<file path="src/rtl/ar_fifo_reader.sv">
// Pulls words from an upstream FIFO into a 2-entry registered output buffer.
// Define AR_FIFO_READER_LAST_EN to enable the M_LAST beat counter.
module ar_fifo_reader #(
    parameter int width     = 128,
    parameter int burst_len = 16
) (
    input  logic             CLK,
    input  logic             RST_N,
    input  logic             CLR,
    input  logic             EN,
    input  logic             F_EMPTY_N,
    input  logic [width-1:0] F_DATA,
    output logic             F_DEQ,
    output logic             M_VALID,
    input  logic             M_READY,
    output logic [width-1:0] M_DATA,
    output logic             M_LAST,
    output logic [31:0]      COUNT
);

    typedef enum logic [1:0] {
        EMPTY = 2'd0,
        ONE   = 2'd1,
        TWO   = 2'd2
    } state_t;

    state_t state_q, state_d;

    logic [width-1:0] head_q, tail_q;
    logic [31:0]      count_q;
    logic             clr, pop, xfer;
    logic             head_ld, head_shift, tail_ld;

    // Clear also gates the pop so no upstream word is consumed in that cycle
    assign clr  = !RST_N || CLR;
    assign pop  = EN && F_EMPTY_N && (state_q != TWO) && !clr;
    assign xfer = (state_q != EMPTY) && M_READY;

    assign F_DEQ   = pop;
    assign M_VALID = (state_q != EMPTY);
    assign M_DATA  = head_q;
    assign COUNT   = count_q;

    always_ff @(posedge CLK) begin
        if (clr) state_q <= EMPTY;
        else     state_q <= state_d;
    end

    always_comb begin
        state_d    = state_q;
        head_ld    = 1'b0;
        head_shift = 1'b0;
        tail_ld    = 1'b0;
        unique case (state_q)
            EMPTY: begin
                if (pop) begin
                    state_d = ONE;
                    head_ld = 1'b1;
                end
            end
            ONE: begin
                if (pop && xfer) begin
                    head_ld = 1'b1;
                end else if (pop) begin
                    state_d = TWO;
                    tail_ld = 1'b1;
                end else if (xfer) begin
                    state_d = EMPTY;
                end
            end
            TWO: begin
                if (xfer) begin
                    state_d    = ONE;
                    head_shift = 1'b1;
                end
            end
            default: state_d = EMPTY;
        endcase
    end

    // Data storage carries no reset; contents are ignored while M_VALID=0
    always_ff @(posedge CLK) begin
        if (head_ld)         head_q <= F_DATA;
        else if (head_shift) head_q <= tail_q;
        if (tail_ld)         tail_q <= F_DATA;
    end

    always_ff @(posedge CLK) begin
        if (clr)       count_q <= 32'd0;
        else if (xfer) count_q <= count_q + 32'd1;
    end

`ifdef AR_FIFO_READER_LAST_EN
    localparam int BW = (burst_len > 1) ? $clog2(burst_len) : 1;
    localparam logic [BW-1:0] LAST_IDX = BW'(burst_len - 1);

    logic [BW-1:0] beat_q;

    always_ff @(posedge CLK) begin
        if (clr)
            beat_q <= '0;
        else if (xfer)
            beat_q <= (beat_q == LAST_IDX) ? '0 : beat_q + 1'b1;
    end

    assign M_LAST = M_VALID && (beat_q == LAST_IDX);
`else
    assign M_LAST = 1'b0;
`endif

endmodule

</file>
<file path="config.mk">
export PLATFORM = sky130hd
export DESIGN_NAME = ar_fifo_reader
export DESIGN_NICKNAME = d
export VERILOG_FILES = /design/src/rtl/ar_fifo_reader.sv
export SDC_FILE = /design/constraint.sdc
export NUM_CORES = 1
export LEC_CHECK = 0
export CAP_MARGIN = 20
export CORE_MARGIN = 2
export CORE_UTILIZATION = 40
export CTS_CLUSTER_DIAMETER = 40
export DETAILED_ROUTE_END_ITERATION = 16
export MAX_ROUTING_LAYER = met4
export PLACE_DENSITY = 0.73
export SLEW_MARGIN = 30
export SYNTH_ARGS = -nofsm -noshare
export SYNTH_HDL_FRONTEND = slang
export SYNTH_SLANG_ARGS = --single-unit
</file>
<file path="constraint.sdc">
create_clock -name CLK -period 10.1 [get_ports CLK]
set_input_delay 1.01 -clock CLK [delete_from_list [all_inputs] [get_ports CLK]]
set_output_delay 1.01 -clock CLK [all_outputs]
set_load 0.02 [all_outputs]
</file>
* After elaboration in Yosys (flattened, before gate mapping)
Index checks and enable logic that the tools add are counted.
Storage, ports and cells: flip-flop bits (word level) 290, latch bits 0, bits in writable memories 0, memory bits (read-only) 0, input port bits 134, output and inout bits 163, word-level logic and storage cells 39, memories kept 0
Operators by class: $add $sub $neg 1, multipliers 0, div/mod/pow operators 0, $lt $le $gt $ge 0, equal/unequal tests 7, shift-type cells 0, muxes and demuxes 15, bitwise logic cells 0, reductions and logical operators 12
Operators by type and width (number):
- $mux 128 | 2
- $add 32x1->32 const B | 1
- $mux 2 | 5
- $ne 2x2->1 const B | 4
- $mux 1 | 6
- $pmux 2 s3 | 1
- $logic_and 1x1->1 | 5
- $reduce_and 4->1 | 1
- $reduce_bool 2->1 | 2
- $ne 3x3->1 const B | 1
- $eq 2x1->1 const B | 1
- $eq 2x2->1 const B | 1
- $logic_not 1->1 | 2
- $logic_not 2->1 | 1
- $pmux 1 s2 | 1
- $logic_or 1x1->1 | 1

* Logic depth before layout (Yosys ltp)
depth after elaboration 8, depth in mapped cells 7, gate-level depth less buffers 5

* Least setup slack after synthesis
Ideal clock, no wire load.
kind input -> register, from in CLR, to reg head_q[0] (netlist: M_DATA[0]), enable pin, library setup time 0.486 ns, data arrival time 4.737 ns, required time 9.614 ns, slack 4.877 ns, cell stages on the path 6, path buffers 3, path through nand2b_1 clkbuf_1 nor4_1 buf_2 buf_2 a21o_1
On the way: longest elaborated chain between the ends 7, elaborated cells on any way between the ends 8, classes of those cells 3 x mux; 5 x reduce/logical
Ends and longest elaborated chain:
- start, declared | line 9 | input logic CLR,
- $logic_or 1x1->1 * | line 35 | assign clr = !RST_N || CLR;
- $logic_not 1->1 * | line 36 | assign pop = EN && F_EMPTY_N && (state_q != TWO) && !clr;
- $logic_and 1x1->1 * | line 36
- $logic_and 1x1->1 | line 62 | if (pop && xfer) begin
- $mux 1 | line 62
- $pmux 1 s2 * | line 54 | unique case (state_q)
- $reduce_bool 2->1 (no source line) *
- end signal, assigned | line 84 | else if (head_shift) head_q <= tail_q;
- end, declared | line 29 | logic [width-1:0] head_q, tail_q;
Mark *: on every way between the ends. The rest lies on a longest branch, timed or not. A chain may end at the register's enable or synchronous reset.

* Worst setup path after layout
from in CLR, to reg head_q[123] (netlist: M_DATA[123]), enable pin
The elaborated chain is that of the path after synthesis.

==> reports/qor.txt <==
Placed cells: 1215
Sw Ratio: 0.202
Post-DR wirelength/cell: 18.9 µm
I/O Buffers: 295
Part of the power in registers: 0.454
Post-CTS Hold Fix Bufs: 0
WHS Path Cells: 2
Nets: 1051
Top-area cell type share of the netlist area: 0.704
FF-to-FF path depth: 5
Final HPWL DP: 15700 µm
F_max: 0.251 GHz
Die Y: 169 µm
Gr ovfl total: 0
CTS max path bufs: 3
Worst skew pair latency: 0.52 ns
Hold WC Path Type: reg -> reg
Setup bufs post-CTS: 0
Relative slew slack: 0.376
Rows: 60
P_int: 2310 µW
Post-synth EDFFs: 256
Main flop type after synthesis: edfxtp_1
Vias: 6426
Combinational Power Share: 0.041
Period Utilization, post-route: 0.394
Tightest Pin Transition: 0.936 ns
Max-cap violations: 0
Via/cell ratio: 4.98
Top post-synthesis cells by area: edfxtp_1, mux2_2, dfxtp_1
Pre-antenna DRT Iters: 4
Die area: 28600 µm²
RSZ-0062 raised after global routing: no
Root Buffer: clkbuf_16
CTS resizes: 0
Non-filler cells, final: 1290
Leakage: 0.00511 µW
Outcome: finished, final reports clean
Final Max Tran Viols: 0
Total nets after synthesis: 738
# setup viols final: 0
IO Pins: 297
Worst-path fanout max: 79
Fillcell total: 2111
# H-tree levels: 2
Die width: 169 µm
Clock-pin transition on the worst setup and hold timing paths: 0.06 ns
DRC viols: 0
Post-Synthesis Cell Area: 10900 µm²
Gp weighted congestion: 0.777
Largest net degree at the start of global routing: 80
Yosys warning count: 0
DRT antenna net count: 0
Most common cell after layout, fill and taps aside: clkdlybuf4s50_1
Clock skew: 0.0131 ns
Type of origin of the critical path: primary input
Post-Syn Instances: 603
Worst path required time: 10.23 ns
Switching pwr: 584 µW
Setup TNS: 0 ns
Initial Utilization: 0.406
Vias in the first global route: 6652
Critical Path AT: 4.11 ns
Endpoint class of the critical path: flop
Synth cell types: 43
Most frequent cells in the layout: clkdlybuf4s50_1, edfxtp_1, mux2_2
VDD IR-drop max: 0.000111 V
Crit path kind: in -> reg
Tmin final: 3.98 ns
Initial DRC count: 348
FF+latch count, synth: 290
Initial antenna violation count: 1
Final worst setup slack: 6.12 ns
Sequential share of the synthesized area: 0.766
Dominant cell type by area after synthesis: edfxtp_1
Layout area overhead: 43.3%
Sequential Area: 8370 µm²
Final WL: 24400 µm
P per Cell Area: 185 nW/µm²
Area of the multi-input gates: 2420 µm²
Ratio of cells with drive above 1 in the final layout: 0.223
Ys async rst share: 0
Final Hold Viols: 0
Pwr Total: 2890 µW
Dpl ws: 5.37 ns
CTS tree: done
Clock buffer count from CTS: 40
Syn avg cell area: 18.1 µm²
First-pass GRT wire length: 37100 µm
Clock power share: 0.504
Num Clock Sinks: 290
Global-route usage over all layers: 0.171
Core area: 26900 µm²
## power by group through the flow
| stage | clock network, µW | logic (µW) | registers, µW |
|---|---|---|---|
| after floorplan | 0 | 27.2 | 1350 |
| after global placement | 0 | 118 | 1340 |
| after detailed placement | 0 | 120 | 1340 |
| after CTS | 1490 | 121 | 1310 |
| after global routing | 1540 | 127 | 1310 |
| final | 1460 | 120 | 1310 |
## cells in the mapped netlist, types with 8 or more instances
cell type	number
a21oi_1	20
buf_2	19
clkbuf_1	8
dfxtp_1	34
edfxtp_1	256
mux2_2	128
nand2_1	16
nor2_1	14
o31ai_1	10
or3_1	9
or4_1	10
## flip-flops by register name, summed over array words and instances (netlist names)
signal and flops:
state_q 2, COUNT 32, tail_q 128, M_DATA 128
## final cells by class
class                      instances  share of cell area
tap                              341              0.0273
sequential                       290               0.535
multi-input combinational        281               0.155
antenna                            1            0.000160
timing repair buffer             300               0.192
clock inverter                    27              0.0209
clock buffer                      47              0.0703
inverter                           3            0.000719
## logic make-up (layout without fill, tap and decap cells)
logic type               Yosys count  in the layout  share of synthesized area
AO/OA/AOI/OAI                     49             49                     0.0292
multiplexers                     131            131                      0.135
flip-flops                       290            290                      0.766
adder cells (fa/ha/maj)            1              1                    0.00115
XOR/XNOR                           9              9                    0.00722
AND/OR/NAND/NOR                   90             90                     0.0471
other                              1              2                   0.000343
buffers and inverters             32            377                     0.0142
## routing by layer
metal | vias to the layer above | share of wire | GRT usage
met3 | 46 | 0.088 | 0.0539
met1 | 3084 | 0.43 | 0.218
met5 | - | 0 | -
li1 | 3018 | - | -
met4 | 0 | 0.026 | 0.0546
met2 | 278 | 0.46 | 0.261
## critical path: stages
cell and delay, ns:
clkdlybuf4s50_1 0.41, nand2b_1 0.14, buf_4 0.24, nor4_2 0.31, buf_6 0.60, a21o_4 0.58, buf_6 0.62
## worst paths after layout
| kind | startpoint | end | slack [ns] |
|---|---|---|---|
| max | CLR | M_DATA[123] | 6.12 |
| min | COUNT[31] | COUNT[31] | 0.48 |
| max reg2reg | state_q[0] | M_DATA[123] | 6.95 |
| min reg2reg | COUNT[31] | COUNT[31] | 0.48 |
## per-stage QoR
stage	area (µm²)	util	hold slack, ns
global route	15700	0.582	0.525
detailed placement	14200	0.529	0.479
global placement	14200	0.529	0.469
floorplan	10900	-	0.525
finish	15700	0.582	0.481
CTS	15600	0.582	0.487
No activity file was read; power rests on OpenSTA's default activity.
